File: config.mk
export PLATFORM = sky130hd
export DESIGN_NAME = score_keeper
export DESIGN_NICKNAME = d
export VERILOG_FILES = /design/src/rtl/pong_pkg.sv /design/src/rtl/seg7_decode.sv /design/src/rtl/score_keeper.sv
export SDC_FILE = /design/constraint.sdc
export NUM_CORES = 1
export LEC_CHECK = 0
export ABC_CLOCK_PERIOD_IN_PS = 2000
export CORE_MARGIN = 2
export CORE_UTILIZATION = 47
export DETAILED_ROUTE_END_ITERATION = 10
export PLACE_DENSITY = 0.82
export SYNTH_ARGS = -nofsm -noshare
export SYNTH_HDL_FRONTEND = slang
export SYNTH_HIERARCHICAL = 1
export SYNTH_SLANG_ARGS = --single-unit
File: constraint.sdc
create_clock -name clk -period 2 [get_ports clk]
set_clock_uncertainty 0.15 [all_clocks]
set_input_delay 0.3 -clock clk [delete_from_list [all_inputs] [get_ports clk]]
set_output_delay 0.3 -clock clk [all_outputs]
set_load 0.005 [all_outputs]
File: src/rtl/pong_pkg.sv
// Shared definitions for the pong score keeper.
//   state_t      : game state encoding (IDLE, PLAY, GAME_OVER)
//   WIN_SCORE_DEFAULT : score that ends a game unless overridden
//   SEG_*        : active-low seven-segment patterns, bit order {g,f,e,d,c,b,a}
//   WINNER_*     : encoding of the winner output
package pong_pkg;

   typedef enum logic [1:0] {
      ST_IDLE      = 2'd0,
      ST_PLAY      = 2'd1,
      ST_GAME_OVER = 2'd2
   } state_t;

   localparam int WIN_SCORE_DEFAULT = 9;

   localparam logic [1:0] WINNER_NONE  = 2'b00;
   localparam logic [1:0] WINNER_LEFT  = 2'b01;
   localparam logic [1:0] WINNER_RIGHT = 2'b10;

   // Digit value that the decoder renders as an unlit digit.
   localparam logic [3:0] DIGIT_BLANK = 4'hF;
   localparam logic [6:0] SEG_BLANK   = 7'h7F;

   // Patterns for decimal digits 0..9, active-low {g,f,e,d,c,b,a}.
   localparam logic [6:0] SEG_DIGITS [10] = '{
      7'h40, 7'h79, 7'h24, 7'h30, 7'h19,
      7'h12, 7'h02, 7'h78, 7'h00, 7'h10
   };

endpackage

File: src/rtl/seg7_decode.sv
// Combinational seven-segment decoder.
//   value : 4-bit digit value; 0..9 shown as decimal, anything else blank
//   seg   : active-low segments {g,f,e,d,c,b,a}
module seg7_decode
   import pong_pkg::*;
(
   input  logic [3:0] value,
   output logic [6:0] seg
);

   always_comb begin
      // NOTE: assign a default first so every path drives seg and no latch is inferred.
      seg = SEG_BLANK;
      if (value <= 4'd9) begin
         seg = SEG_DIGITS[value];
      end
   end

endmodule

File: src/rtl/score_keeper.sv
// Pong score keeper: edge-detects wall hits and serve requests, keeps both
// scores, runs the IDLE/PLAY/GAME_OVER game flow and multiplexes the scores
// onto a four-digit seven-segment display.
//   clk       : system clock
//   reset     : synchronous, active-low
//   launch    : serve request level
//   left_hit  : ball reached left wall (level) -> point for right player
//   right_hit : ball reached right wall (level) -> point for left player
//   seg/an/dp : active-low display drive (digit 3 = left, digit 0 = right,
//               digit 1 = winner number in GAME_OVER)
//   led       : [15:12] left score, [8] game over, [7] playing, [3:0] right score
//   game_over : high while in GAME_OVER
//   winner    : 00 none, 01 left, 10 right
module score_keeper
   import pong_pkg::*;
#(
   parameter int WIN_SCORE    = WIN_SCORE_DEFAULT,
   parameter int REFRESH_BITS = 18
) (
   input  logic        clk,
   input  logic        reset,
   input  logic        launch,
   input  logic        left_hit,
   input  logic        right_hit,
   output logic [6:0]  seg,
   output logic [3:0]  an,
   output logic        dp,
   output logic [15:0] led,
   output logic        game_over,
   output logic [1:0]  winner
);

   localparam logic [3:0] WIN = 4'(WIN_SCORE);

   state_t                  state_q, state_d;
   logic [3:0]              left_score_q, left_score_d;
   logic [3:0]              right_score_q, right_score_d;
   logic [1:0]              winner_q, winner_d;
   logic [REFRESH_BITS-1:0] refresh_q, refresh_d;

   // Input copies and the registered rising-edge pulses derived from them.
   // Scoring acts on the registered pulse, so a score lands two clocks after
   // the input rises.
   logic left_hit_q, right_hit_q, launch_q;
   logic left_rise_q, left_rise_d;
   logic right_rise_q, right_rise_d;
   logic launch_rise_q, launch_rise_d;

   logic [1:0] digit_sel;
   logic [3:0] digit_value;
   logic [3:0] winner_num;

   always_comb begin
      left_rise_d   = left_hit  & ~left_hit_q;
      right_rise_d  = right_hit & ~right_hit_q;
      launch_rise_d = launch    & ~launch_q;
   end

   always_comb begin
      state_d       = state_q;
      left_score_d  = left_score_q;
      right_score_d = right_score_q;
      winner_d      = winner_q;
      refresh_d     = refresh_q + REFRESH_BITS'(1);

      unique case (state_q)
         ST_IDLE: begin
            if (launch_rise_q) begin
               state_d = ST_PLAY;
            end
         end
         ST_PLAY: begin
            // A score at WIN ends the game on the next clock; no further
            // points are taken meanwhile, which also keeps both scores
            // saturated at WIN.
            if (left_score_q == WIN) begin
               state_d  = ST_GAME_OVER;
               winner_d = WINNER_LEFT;
            end else if (right_score_q == WIN) begin
               state_d  = ST_GAME_OVER;
               winner_d = WINNER_RIGHT;
            end else if (left_rise_q ^ right_rise_q) begin
               // Simultaneous hits on both walls cancel out.
               if (left_rise_q) begin
                  right_score_d = right_score_q + 4'd1;
               end else begin
                  left_score_d = left_score_q + 4'd1;
               end
            end
         end
         ST_GAME_OVER: begin
            if (launch_rise_q) begin
               state_d       = ST_IDLE;
               left_score_d  = 4'd0;
               right_score_d = 4'd0;
               winner_d      = WINNER_NONE;
            end
         end
         default: state_d = ST_IDLE;
      endcase
   end

   always_ff @(posedge clk) begin
      if (!reset) begin
         state_q       <= ST_IDLE;
         left_score_q  <= 4'd0;
         right_score_q <= 4'd0;
         winner_q      <= WINNER_NONE;
         refresh_q     <= '0;
         left_hit_q    <= 1'b0;
         right_hit_q   <= 1'b0;
         launch_q      <= 1'b0;
         left_rise_q   <= 1'b0;
         right_rise_q  <= 1'b0;
         launch_rise_q <= 1'b0;
      end else begin
         // NOTE: non-blocking updates so every flop samples pre-edge values.
         state_q       <= state_d;
         left_score_q  <= left_score_d;
         right_score_q <= right_score_d;
         winner_q      <= winner_d;
         refresh_q     <= refresh_d;
         left_hit_q    <= left_hit;
         right_hit_q   <= right_hit;
         launch_q      <= launch;
         left_rise_q   <= left_rise_d;
         right_rise_q  <= right_rise_d;
         launch_rise_q <= launch_rise_d;
      end
   end

   // Display multiplexing: the top two refresh bits pick one digit at a time.
   assign digit_sel  = refresh_q[REFRESH_BITS-1 -: 2];
   assign winner_num = (winner_q == WINNER_RIGHT) ? 4'd2 : 4'd1;

   always_comb begin
      an          = 4'b1111;
      digit_value = DIGIT_BLANK;
      case (digit_sel)
         2'd0: begin
            an          = 4'b1110;
            digit_value = right_score_q;
         end
         2'd1: begin
            an          = 4'b1101;
            digit_value = (state_q == ST_GAME_OVER) ? winner_num : DIGIT_BLANK;
         end
         2'd2: begin
            an          = 4'b1011;
            digit_value = DIGIT_BLANK;
         end
         2'd3: begin
            an          = 4'b0111;
            digit_value = left_score_q;
         end
      endcase
   end

   seg7_decode u_seg7_decode (
      .value (digit_value),
      .seg   (seg)
   );

   assign dp        = 1'b1;
   assign game_over = (state_q == ST_GAME_OVER);
   assign winner    = winner_q;
   assign led       = {left_score_q, 3'b000, game_over, (state_q == ST_PLAY),
                       3'b000, right_score_q};

endmodule

==> metrics.txt, run 1 <==
# TYPE chip_impl_metric gauge
chip_impl_info{name="run_status",value="finished with violations"} 1
chip_impl_info{name="failing_checks",value="negative setup slack"} 1
chip_impl_info{name="critical_path.endpoint_type",value="output pin"} 1
chip_impl_info{name="r2r-start",value="right_score_q[0]"} 1
chip_impl_info{name="hold_path.startpoint",value="left_hit_q"} 1
chip_impl_metric{name="cts-buffers-inserted",unit=""} 5
chip_impl_metric{name="largest_net_degree_at_the_start_of_global_routing",unit=""} 28
chip_impl_metric{name="clkTransAtPathRegs",unit="ps"} 70
chip_impl_metric{name="pin_count",unit=""} 36
chip_impl_metric{name="worst_hold_path.num_cells",unit=""} 1
chip_impl_metric{name="finalSetupViolations",unit=""} 7
chip_impl_metric{name="synthesis.instances",unit=""} 236
chip_impl_metric{name="synthToLayoutAreaGrowth",unit="%"} 32.50
chip_impl_info{name="setup.worst_path.class",value="reg2out"} 1
chip_impl_info{name="yosys.cell_count.top_type",value="sky130_fd_sc_hd__dfxtp_1"} 1
chip_impl_metric{name="floorplan.die.width",unit="um"} 70.26
chip_impl_metric{name="cts_hold_buf",unit=""} 0
chip_impl_metric{name="antenna_found_initial",unit=""} 0
chip_impl_metric{name="finalWorstPathRequiredPeriod",unit="ps"} 2428
chip_impl_metric{name="diode_insertion_count_for_antenna_repair",unit=""} 0
chip_impl_metric{name="synth.top_cell.area_share",unit=""} 0.3493
chip_impl_metric{name="place_congestion",unit=""} 0.8135
chip_impl_metric{name="ctsHtreeMaxLevel",unit=""} 2
chip_impl_metric{name="detailroute.via_count",unit=""} 1822
chip_impl_metric{name="static-leakage-power",unit="nW"} 1.199
chip_impl_metric{name="final_net_count",unit=""} 304
chip_impl_metric{name="antenna_left",unit=""} 0
chip_impl_metric{name="cap_violations",unit=""} 0
chip_impl_metric{name="fmaxAchievable",unit="MHz"} 411.8
chip_impl_metric{name="gr-total-overflow",unit=""} 0
chip_impl_metric{name="grt_pass1_wl",unit="um"} 8031
chip_impl_metric{name="synthesis.area_per_instance",unit="um2"} 8.742
chip_impl_metric{name="final_min_period_over_clock_period",unit=""} 1.214
chip_impl_metric{name="timing_max_transition_violations_final",unit=""} 0
chip_impl_metric{name="wirelength",unit="um"} 4686
chip_impl_info{name="worstHoldPathType",value="reg2reg"} 1
chip_impl_metric{name="die-height",unit="um"} 70.26
chip_impl_metric{name="first_pass_iters",unit=""} 4
chip_impl_metric{name="reg2regPathDepth",unit=""} 6
chip_impl_metric{name="synth.ff_latch_count",unit=""} 36
chip_impl_metric{name="grtUsageTotal",unit=""} 0.2014
chip_impl_metric{name="synth.yosys.warnings",unit=""} 6
chip_impl_metric{name="initial_core_util",unit=""} 0.4805
chip_impl_metric{name="minimum_setup_slack_in_the_final_design",unit="ps"} -428.5
chip_impl_metric{name="hpwlAfterDp",unit="um"} 3261
chip_impl_metric{name="post_synthesis_cell_area",unit="um2"} 2063
chip_impl_info{name="critical_path.startpoint_type",value="flop"} 1
chip_impl_metric{name="finish.utilization",unit=""} 0.6367
chip_impl_info{name="cts-root-buf",value="sky130_fd_sc_hd__clkbuf_8"} 1
chip_impl_metric{name="io_buffer_count",unit=""} 28
chip_impl_metric{name="synthArstFlopShare",unit=""} 0
chip_impl_metric{name="ctsLongestPathBuffers",unit=""} 2
chip_impl_info{name="synth_top_cell_by_area",value="sky130_fd_sc_hd__dfxtp_1"} 1
chip_impl_metric{name="power_after_layout",unit="mW"} 1.448
chip_impl_metric{name="drt-vias-per-instance",unit=""} 5.327
chip_impl_metric{name="clkSinkCount",unit=""} 36
chip_impl_info{name="synthTopCellsByCount",value="sky130_fd_sc_hd__dfxtp_1, sky130_fd_sc_hd__nor2_1, sky130_fd_sc_hd__and2_1"} 1
chip_impl_info{name="dominant_synthesized_flop_cell",value="sky130_fd_sc_hd__dfxtp_1"} 1
chip_impl_metric{name="row_count",unit=""} 24
chip_impl_metric{name="route.detailed.wl_per_inst",unit="um"} 13.70
chip_impl_info{name="cts_tree",value="yes"} 1
chip_impl_info{name="synth_area_leaders",value="sky130_fd_sc_hd__dfxtp_1, sky130_fd_sc_hd__ha_1, sky130_fd_sc_hd__and2_1"} 1
chip_impl_metric{name="floorplan.die_area",unit="um2"} 4936
chip_impl_metric{name="skew_pair_late_insertion_delay",unit="ps"} 290
chip_impl_metric{name="grt_pass1_vias",unit=""} 1827
chip_impl_metric{name="timing.critical_path.required",unit="ps"} 1550
chip_impl_metric{name="worst-endpoint-arrival",unit="ps"} 1980
chip_impl_metric{name="drc",unit=""} 0
chip_impl_info{name="rsz0062_at_grt",value="yes"} 1
chip_impl_metric{name="ys_seq_area_frac",unit=""} 0.3493
chip_impl_info{name="crit_path_start",value="state_q[1]"} 1
chip_impl_metric{name="core",unit="um2"} 4294
chip_impl_metric{name="hold_violations",unit=""} 0
chip_impl_metric{name="powerDensity",unit="nW/um2"} 529.8
chip_impl_metric{name="vdd_ir_drop_max",unit="mV"} 0.5088
chip_impl_metric{name="share_of_post_route_cells_with_drive_strength_above_1",unit=""} 0.2931
chip_impl_metric{name="top_fanout_value_on_the_critical_path",unit=""} 4
chip_impl_metric{name="drt_iter0_markers",unit=""} 107
chip_impl_metric{name="count_of_cell_types_in_the_netlist",unit=""} 47
chip_impl_metric{name="count_of_flip_flops_with_a_built_in_enable_after_synthesis",unit=""} 0
## per-stage QoR
stage                     setup slack, ps  hold WS (ps)  TNS (ps)  area, um2  cells
after detailed placement           -490.8         224.7     -3278       2539    328
after floorplan                    0.3944         217.4         0       2126    241
final                              -428.5         238.4     -2650       2734    342
after global routing               -509.1         246.2     -3268       2734    342
after CTS                          -352.0         244.6     -2121       2690    339
after global placement             -394.0         220.8     -2610       2539    328
## logic make-up after synthesis
family                     after synthesis  synth area share
buffers and inverters                   27           0.07095
and+or+nand+nor                        107            0.3105
adders and majority gates               10           0.06064
muxes                                    5           0.02426
DFF                                     36            0.3493
xor gates and xnor gates                11           0.04669
other                                    2          0.003640
AOI/OAI and AO/OA                       38            0.1340
## critical path, cell delays in order (launching register included)
cell and delay (ps):
sky130_fd_sc_hd__dfxtp_2 320, sky130_fd_sc_hd__nor2b_4 190, sky130_fd_sc_hd__a31oi_2 130, sky130_fd_sc_hd__o22a_2 270, sky130_fd_sc_hd__buf_4 150, sky130_fd_sc_hd__ha_1 190, sky130_fd_sc_hd__a21oi_2 140, sky130_fd_sc_hd__a2bb2oi_1 170
sky130_fd_sc_hd__buf_2 140
## path summary, 6_finish.rpt
| check | end | slack (ps) |
|---|---|---|
| worst max register to register | right_score_q[2] | 150 |
| worst min register to register | left_rise_q | 240 |
| worst max-delay path | seg[4] | -430 |
| worst min-delay path | left_rise_q | 240 |
## registers in the layout, indices dropped and copies added, names as in the netlist, 2 cells and up
signal / count
refresh_q: 18
state_q: 2
left_score_q: 4
right_score_q: 4
winner: 2
## cells in the final DEF (no fill, tap or decap), types with 3 or more instances in the layout
cell type                         netlist  routed
sky130_fd_sc_hd__inv_1                  9       6
sky130_fd_sc_hd__and3_1                 9       9
sky130_fd_sc_hd__xnor2_1                4       4
sky130_fd_sc_hd__nor2b_1                7       6
sky130_fd_sc_hd__clkdlybuf4s50_1        0      19
sky130_fd_sc_hd__dfxtp_1               36      29
sky130_fd_sc_hd__nand2b_1               7       7
sky130_fd_sc_hd__nor3_1                 4       4
sky130_fd_sc_hd__nand3_1               12      12
sky130_fd_sc_hd__xor2_1                 7       7
sky130_fd_sc_hd__nor2_1                18      14
sky130_fd_sc_hd__conb_1                 2       7
sky130_fd_sc_hd__a21oi_2                0       3
sky130_fd_sc_hd__o22a_2                 0       3
sky130_fd_sc_hd__clkbuf_8               0       5
sky130_fd_sc_hd__ha_1                  10       6
sky130_fd_sc_hd__a21oi_1                8       5
sky130_fd_sc_hd__nor3b_1                5       5
sky130_fd_sc_hd__dfxtp_2                0       6
sky130_fd_sc_hd__and2_1                15      15
sky130_fd_sc_hd__buf_2                  3       7
sky130_fd_sc_hd__ha_4                   0       3
sky130_fd_sc_hd__nand2_1               13      13
sky130_fd_sc_hd__buf_4                  9      30
sky130_fd_sc_hd__nand3b_1               3       3
sky130_fd_sc_hd__o21a_1                 5       5
sky130_fd_sc_hd__o21ai_0                4       3
sky130_fd_sc_hd__mux2i_1                5       5
## layer usage
layer | up-vias | track usage | share of wire
li1 | 905 | - | -
met1 | 849 | 0.2441 | 0.43
met2 | 56 | 0.3208 | 0.49
met3 | 12 | 0.06926 | 0.052
met4 | 0 | 0.09188 | 0.023
met5 | - | 0 | 0
## where the power goes
part	total, mW	internal (mW)	switching (mW)
Combinational	0.0795	0.0410	0.0386
Sequential	0.741	0.729	0.0121
Clock	0.627	0.370	0.257
## timing repair
item | CTS | global route
gates cloned | 0 | 0
resized for setup | 48 | 8
setup endpoints to repair | 8 | 12
buffers inserted | 3 | 3
pin swaps | 17 | 10
## cell type report
class / instances / area, um2
timing repair buffer: 59 / 479.2
sequential: 36 / 732.0
inverter: 9 / 38.79
multi-input combinational: 178 / 1311
tap: 52 / 65.06
clock buffer: 6 / 72.57
clock inverter: 2 / 35.03
fill: 356 / 1560
Note: power is estimated with default switching activity, not from simulation.
==> run 2: changes to the inputs <==
--- a/config.mk
+++ b/config.mk
@@ -5,11 +5,13 @@
 export SDC_FILE = /design/constraint.sdc
 export NUM_CORES = 1
 export LEC_CHECK = 0
-export ABC_CLOCK_PERIOD_IN_PS = 2000
+export ABC_CLOCK_PERIOD_IN_PS = 3000
 export CORE_MARGIN = 2
-export CORE_UTILIZATION = 47
+export CORE_UTILIZATION = 50
+export CTS_BUF_LIST = sky130_fd_sc_hd__clkbuf_8
 export DETAILED_ROUTE_END_ITERATION = 10
-export PLACE_DENSITY = 0.82
+export PLACE_DENSITY = 0.83
+export SKIP_LAST_GASP = 1
 export SYNTH_ARGS = -nofsm -noshare
 export SYNTH_HDL_FRONTEND = slang
 export SYNTH_HIERARCHICAL = 1
==> constraint.sdc (replaced) <==
create_clock -name clk -period 3 [get_ports clk]
set_clock_uncertainty 0.15 [all_clocks]
set_input_delay 0.45 -clock clk [delete_from_list [all_inputs] [get_ports clk]]
set_output_delay 0.45 -clock clk [all_outputs]
set_load 0.005 [all_outputs]
==> metrics.txt, run 2 (synthesis results as in run 1) <==
# TYPE chip_impl_metric gauge
chip_impl_metric{name="power_after_layout",unit="mW"} 1.129
chip_impl_metric{name="hold-worst-slack",unit="ps"} 236.0
chip_impl_metric{name="final_min_period_over_clock_period",unit=""} 0.9708
chip_impl_metric{name="pin_count",unit=""} 36
chip_impl_metric{name="timing.critical_path.required",unit="ps"} 2400
chip_impl_metric{name="finalSetupViolations",unit=""} 0
chip_impl_metric{name="timing_max_transition_violations_final",unit=""} 0
chip_impl_metric{name="ctsHtreeMaxLevel",unit=""} 2
chip_impl_metric{name="finish.utilization",unit=""} 0.6478
chip_impl_metric{name="initial_core_util",unit=""} 0.5195
chip_impl_metric{name="powerDensity",unit="nW/um2"} 438.7
chip_impl_metric{name="hpwlAfterDp",unit="um"} 2875
chip_impl_metric{name="maxSlewHeadroom",unit=""} 0.5445
chip_impl_metric{name="cts_hold_buf",unit=""} 0
chip_impl_metric{name="clkTransAtPathRegs",unit="ps"} 70
chip_impl_metric{name="antenna_found_initial",unit=""} 0
chip_impl_info{name="cts_tree",value="yes"} 1
chip_impl_metric{name="static-leakage-power",unit="nW"} 1.124
chip_impl_metric{name="grtUsageTotal",unit=""} 0.1936
chip_impl_metric{name="grt_pass1_vias",unit=""} 1616
chip_impl_info{name="timing.critical_path.slowest_stage_cell",value="sky130_fd_sc_hd__clkdlybuf4s50_1"} 1
chip_impl_metric{name="share_of_post_route_cells_with_drive_strength_above_1",unit=""} 0.1567
chip_impl_metric{name="p_comb_frac",unit=""} 0.040
chip_impl_info{name="critical_path.endpoint_type",value="output pin"} 1
chip_impl_metric{name="io_buffer_count",unit=""} 28
chip_impl_metric{name="vdd_ir_drop_max",unit="mV"} 0.4562
chip_impl_metric{name="place_congestion",unit=""} 0.7962
chip_impl_metric{name="floorplan.die.width",unit="um"} 68.24
chip_impl_info{name="setup.worst_path.class",value="reg2out"} 1
chip_impl_metric{name="gr-total-overflow",unit=""} 0
chip_impl_metric{name="critical-path-max-stage-delay",unit="ps"} 510
chip_impl_metric{name="switching_power_as_a_share_of_total_power",unit=""} 0.1804
chip_impl_metric{name="antenna_left",unit=""} 0
chip_impl_metric{name="skew_pair_late_insertion_delay",unit="ps"} 280
chip_impl_metric{name="fmaxAchievable",unit="MHz"} 343.4
chip_impl_metric{name="layoutNonFillerInstCount",unit=""} 318
chip_impl_info{name="crit_chain",value="nor2b_4 > a41oi_1 > o22a_2 > inv_2 > ha_2 > nor2_1 > nor2_2 > mux2i_1 > clkdlybuf4s50_1"} 1
chip_impl_metric{name="largest_net_degree_at_the_start_of_global_routing",unit=""} 22
chip_impl_metric{name="final_net_count",unit=""} 282
chip_impl_metric{name="ctsLongestPathBuffers",unit=""} 2
chip_impl_metric{name="numPlacedInstances",unit=""} 308
chip_impl_metric{name="cap_violations",unit=""} 0
chip_impl_metric{name="detailroute.via_count",unit=""} 1719
chip_impl_metric{name="drc",unit=""} 0
chip_impl_metric{name="max_reg_flops",unit=""} 18
chip_impl_metric{name="power.net_switching",unit="mW"} 0.2037
chip_impl_metric{name="core",unit="um2"} 3971
chip_impl_info{name="worstHoldPathType",value="reg2reg"} 1
chip_impl_info{name="run_status",value="finished, final reports clean"} 1
chip_impl_metric{name="row_count",unit=""} 23
chip_impl_info{name="cts-root-buf",value="sky130_fd_sc_hd__clkbuf_8"} 1
chip_impl_metric{name="wirelength",unit="um"} 4081
chip_impl_metric{name="die-height",unit="um"} 68.24
chip_impl_metric{name="drt-vias-per-instance",unit=""} 5.406
chip_impl_metric{name="cellInternalPower",unit="mW"} 0.9250
chip_impl_metric{name="cts-buffers-inserted",unit=""} 5
chip_impl_info{name="layout_top_registers",value="refresh_q: 18 flops, left_score_q: 4 flops, right_score_q: 4 flops"} 1
chip_impl_info{name="critical_path.startpoint_type",value="flop"} 1
chip_impl_metric{name="clkSinkCount",unit=""} 36
chip_impl_metric{name="synthToLayoutAreaGrowth",unit="%"} 24.68
chip_impl_metric{name="hold_violations",unit=""} 0
chip_impl_metric{name="finalWorstPathRequiredPeriod",unit="ps"} 2912
chip_impl_metric{name="drt_iter0_markers",unit=""} 65
chip_impl_metric{name="route.detailed.wl_per_inst",unit="um"} 12.83
chip_impl_metric{name="share_seq_of_total_power",unit=""} 0.439
chip_impl_info{name="rsz0062_at_grt",value="yes"} 1
chip_impl_metric{name="top_fanout_value_on_the_critical_path",unit=""} 6
chip_impl_info{name="leading_cell_type_in_the_layout_fill_and_taps_excluded",value="sky130_fd_sc_hd__dfxtp_1"} 1
chip_impl_info{name="mostFrequentLayoutCells",value="sky130_fd_sc_hd__dfxtp_1, sky130_fd_sc_hd__clkdlybuf4s50_1, sky130_fd_sc_hd__nor2_1"} 1
chip_impl_metric{name="placement.cell_area",unit="um2"} 2365
chip_impl_metric{name="clockPowerShare",unit=""} 0.521
chip_impl_metric{name="floorplan.die_area",unit="um2"} 4656
chip_impl_metric{name="final_design_area_no_fill",unit="um2"} 2572
chip_impl_metric{name="grt_pass1_wl",unit="um"} 6831
chip_impl_metric{name="first_pass_iters",unit=""} 4
chip_impl_metric{name="worst-endpoint-arrival",unit="ps"} 2310
chip_impl_info{name="regMostFlops",value="refresh_q"} 1
chip_impl_metric{name="diode_insertion_count_for_antenna_repair",unit=""} 0
chip_impl_metric{name="tightest_slew",unit="ps"} 681.1
[run 2: cell types whose count changed in the layout (fill, tap and decap cells not counted), moves of 4 or more]
| cell | before | now |
|---|---|---|
| sky130_fd_sc_hd__buf_4 | 30 | 8 |
| sky130_fd_sc_hd__clkdlybuf4s50_1 | 19 | 24 |
| sky130_fd_sc_hd__dfxtp_2 | 6 | 2 |
| sky130_fd_sc_hd__buf_2 | 7 | 0 |
[run 2: worst paths after layout]
kind | start | to | slack, ps | cells after the start
setup reg to reg | right_score_q[1] | right_score_q[2] | 1090 | 7
setup / recovery | state_q[1] | seg[6] | 90 | 9
hold reg to reg | left_hit_q | left_rise_q | 240 | 1
hold / removal | left_hit_q | left_rise_q | 240 | 1
[run 2: layer usage]
metal	GRT usage	vias to the layer above	share of wire
li1	-	864	-
met1	0.2315	793	0.45
met2	0.3216	49	0.49
met3	0.03947	13	0.033
met4	0.1100	0	0.028
met5	0	-	0
[run 2: power by group through the flow]
stage | logic, mW | registers (mW) | clock network [mW]
final | 0.0453 | 0.496 | 0.587
after global routing | 0.0527 | 0.497 | 0.619
after CTS | 0.0451 | 0.497 | 0.598
after detailed placement | 0.0447 | 0.507 | 0
after global placement | 0.0439 | 0.506 | 0
after floorplan | 0.0358 | 0.505 | 0
[run 2: area by class of cell]
class,count,area (um2)
sequential,36,730.7
fill,317,1399
tap,50,62.56
timing repair buffer,37,354.1
multi-input combinational,178,1232
clock inverter,3,90.09
inverter,9,33.78
clock buffer,5,68.82
[run 2: stage by stage]
step           setup TNS (ps)  setup slack, ps
6_report                    0            87.70
5_1_grt                -25.93           -14.59
4_1_cts                     0            21.02
3_5_place_dp                0            220.6
3_3_place_gp                0            261.4
2_1_floorplan               0            696.2
[run 2: critical path: cells and delay by family, from the launching register on]
kind,cells,cell delay [ps]
adders and majority gates,1,200
DFF,1,360
muxes,1,130
and+or+nand+nor,3,320
AOI/OAI and AO/OA,2,430
buffers and inverters,2,580
[run 2: repair_timing]
action,in CTS,in global routing
gates resized for setup,9,11
pin swaps,2,3
buffers inserted,1,1
endpoints found under the setup margin,7,5
==> run 3: changes to the inputs <==
--- a/config.mk
+++ b/config.mk
@@ -6,11 +6,13 @@
 export NUM_CORES = 1
 export LEC_CHECK = 0
 export ABC_CLOCK_PERIOD_IN_PS = 3000
+export CELL_PAD_IN_SITES_DETAIL_PLACEMENT = 0
+export CELL_PAD_IN_SITES_GLOBAL_PLACEMENT = 2
 export CORE_MARGIN = 2
-export CORE_UTILIZATION = 50
+export CORE_UTILIZATION = 35
 export CTS_BUF_LIST = sky130_fd_sc_hd__clkbuf_8
 export DETAILED_ROUTE_END_ITERATION = 10
-export PLACE_DENSITY = 0.83
+export PLACE_DENSITY = 0.94
 export SKIP_LAST_GASP = 1
 export SYNTH_ARGS = -nofsm -noshare
 export SYNTH_HDL_FRONTEND = slang
==> metrics.txt, run 3 (synthesis results as in run 1) <==
# TYPE chip_impl_metric gauge
chip_impl_metric{name="place_congestion",unit=""} 0.7417
chip_impl_metric{name="critPathBufInv",unit=""} 2
chip_impl_metric{name="core",unit="um2"} 5608
chip_impl_metric{name="ctsHtreeMaxLevel",unit=""} 2
chip_impl_metric{name="hold-worst-slack",unit="ps"} 234.5
chip_impl_info{name="layout_top_registers",value="refresh_q: 18 flops, left_score_q: 4 flops, right_score_q: 4 flops"} 1
chip_impl_metric{name="synthToLayoutAreaGrowth",unit="%"} 23.04
chip_impl_metric{name="wirelength",unit="um"} 4052
chip_impl_info{name="regMostFlops",value="refresh_q"} 1
chip_impl_metric{name="fmaxAchievable",unit="MHz"} 342.7
chip_impl_metric{name="final_net_count",unit=""} 281
chip_impl_metric{name="grt_pass1_wl",unit="um"} 6975
chip_impl_metric{name="io_buffer_count",unit=""} 28
chip_impl_info{name="crit_chain",value="nand2_1 > a31oi_1 > o22a_1 > inv_1 > ha_2 > nor2_2 > nor2_2 > a21oi_1 > clkdlybuf4s50_1"} 1
chip_impl_metric{name="switching_power_as_a_share_of_total_power",unit=""} 0.2239
chip_impl_metric{name="share_seq_of_total_power",unit=""} 0.556
chip_impl_metric{name="share_of_post_route_cells_with_drive_strength_above_1",unit=""} 0.1423
chip_impl_info{name="critical_path.most_common_cell",value="sky130_fd_sc_hd__nor2_2"} 1
chip_impl_info{name="hold_path.startpoint",value="launch_q"} 1
chip_impl_metric{name="cellInternalPower",unit="mW"} 0.6915
chip_impl_metric{name="route.detailed.wl_per_inst",unit="um"} 11.95
chip_impl_metric{name="placement.cell_area",unit="um2"} 2392
chip_impl_metric{name="die-height",unit="um"} 80.78
chip_impl_metric{name="clkTransAtPathRegs",unit="ps"} 70
chip_impl_metric{name="top_fanout_value_on_the_critical_path",unit=""} 4
chip_impl_metric{name="static-leakage-power",unit="nW"} 1.119
chip_impl_metric{name="antenna_left",unit=""} 0
chip_impl_info{name="worstHoldPathType",value="reg2reg"} 1
chip_impl_metric{name="max_reg_flops",unit=""} 18
chip_impl_info{name="setup.worst_path.class",value="reg2out"} 1
chip_impl_info{name="rsz0062_at_grt",value="yes"} 1
chip_impl_metric{name="antenna_found_initial",unit=""} 0
chip_impl_metric{name="hpwlAfterDp",unit="um"} 2880
chip_impl_metric{name="timing.critical_path.required",unit="ps"} 2400
chip_impl_metric{name="worst-endpoint-arrival",unit="ps"} 2320
chip_impl_metric{name="first_pass_iters",unit=""} 4
chip_impl_metric{name="power.net_switching",unit="mW"} 0.1994
chip_impl_info{name="timing.critical_path.slowest_stage_cell",value="sky130_fd_sc_hd__clkdlybuf4s50_1"} 1
chip_impl_metric{name="largest_net_degree_at_the_start_of_global_routing",unit=""} 38
chip_impl_info{name="run_status",value="finished, final reports clean"} 1
chip_impl_metric{name="cts-buffers-inserted",unit=""} 5
chip_impl_metric{name="drt-vias-per-instance",unit=""} 4.823
chip_impl_metric{name="ctsLongestPathBuffers",unit=""} 2
chip_impl_metric{name="gr-total-overflow",unit=""} 0
chip_impl_metric{name="skew_pair_late_insertion_delay",unit="ps"} 290
chip_impl_info{name="crit_path_start",value="winner[1]"} 1
chip_impl_metric{name="finalSetupViolations",unit=""} 0
chip_impl_metric{name="powerDensity",unit="nW/um2"} 351.0
chip_impl_info{name="mostFrequentLayoutCells",value="sky130_fd_sc_hd__dfxtp_1, sky130_fd_sc_hd__clkdlybuf4s50_1, sky130_fd_sc_hd__nor2_1"} 1
chip_impl_metric{name="row_count",unit=""} 27
chip_impl_metric{name="vdd_ir_drop_max",unit="mV"} 0.1705
chip_impl_metric{name="finish.utilization",unit=""} 0.4527
chip_impl_metric{name="initial_core_util",unit=""} 0.3679
chip_impl_metric{name="detailroute.via_count",unit=""} 1635
chip_impl_info{name="cts-root-buf",value="sky130_fd_sc_hd__clkbuf_8"} 1
chip_impl_metric{name="clkSinkCount",unit=""} 36
chip_impl_metric{name="p_comb_frac",unit=""} 0.050
chip_impl_metric{name="cap_violations",unit=""} 0
chip_impl_metric{name="hold_violations",unit=""} 0
chip_impl_metric{name="clockPowerShare",unit=""} 0.394
chip_impl_metric{name="grtUsageTotal",unit=""} 0.1355
chip_impl_info{name="cts_tree",value="yes"} 1
chip_impl_info{name="r2r-start",value="right_score_q[1]"} 1
chip_impl_metric{name="pin_count",unit=""} 36
chip_impl_metric{name="drt_iter0_markers",unit=""} 68
chip_impl_info{name="critical_path.startpoint_type",value="flop"} 1
chip_impl_info{name="cp_top_family",value="buffers and inverters"} 1
chip_impl_metric{name="diode_insertion_count_for_antenna_repair",unit=""} 0
chip_impl_info{name="leading_cell_type_in_the_layout_fill_and_taps_excluded",value="sky130_fd_sc_hd__dfxtp_1"} 1
chip_impl_metric{name="final_design_area_no_fill",unit="um2"} 2539
chip_impl_metric{name="grt_pass1_vias",unit=""} 1535
chip_impl_metric{name="filler_cell_count",unit=""} 568
chip_impl_metric{name="critical-path-max-stage-delay",unit="ps"} 520
chip_impl_metric{name="floorplan.die_area",unit="um2"} 6525
chip_impl_metric{name="timing_max_transition_violations_final",unit=""} 0
chip_impl_metric{name="floorplan.die.width",unit="um"} 80.78
chip_impl_info{name="critical_path.endpoint_type",value="output pin"} 1
chip_impl_metric{name="finalWorstPathRequiredPeriod",unit="ps"} 2918
chip_impl_metric{name="drc",unit=""} 0
chip_impl_metric{name="final_min_period_over_clock_period",unit=""} 0.9726
==> run 3: worst paths after layout <==
path | end | slack (ps) | depth (start not counted)
min reg2reg | launch_rise_q | 230 | 1
min | launch_rise_q | 230 | 1
max | seg[2] | 80 | 9
max reg2reg | right_score_q[2] | 1080 | 7
==> run 3: repair_timing <==
item | 4_1_cts | 5_1_grt
hold buffers | 0 | 0
pin swaps | 2 | 3
gates resized for setup | 8 | 11
buffers inserted | 1 | 0
setup endpoints to repair | 7 | 6
==> run 3: per-layer routing <==
| metal | up-vias | track usage | part of all wire |
|---|---|---|---|
| met5 | - | 0 | 0 |
| met4 | 0 | 0.06102 | 0.012 |
| met3 | 4 | 0.02444 | 0.034 |
| met2 | 28 | 0.2258 | 0.46 |
| met1 | 747 | 0.1710 | 0.49 |
| li1 | 856 | - | - |
==> run 3: layout make-up <==
class	count	area, um2	share of cell area
inverters	9	33.78	0.01331
clock inverters	2	11.26	0.004436
multi-input cells	178	1240	0.4884
well taps	72	90.09	0.03549
clock buffers	6	82.58	0.03253
repair buffers	36	351.6	0.1385
flip-flops and latches	36	729.5	0.2873
==> run 3: power groups by stage <==
stage,Clock [mW],Sequential [mW],Combinational [mW]
final,0.351,0.495,0.0445
after global routing,0.379,0.496,0.0509
after CTS,0.366,0.497,0.0448
after detailed placement,0,0.507,0.0443
after global placement,0,0.507,0.0440
after floorplan,0,0.505,0.0358
==> run 3: stage by stage <==
stage	instances	power, mW	worst slack (ps)	setup TNS, ps
5_1_grt	339	0.9261	-84.38	-84.38
3_3_place_gp	330	0.5514	184.5	0
3_5_place_dp	330	0.5515	125.7	0
4_1_cts	339	0.9074	1.361	0
6_report	339	0.8910	82.05	0
2_1_floorplan	241	0.5406	696.2	0
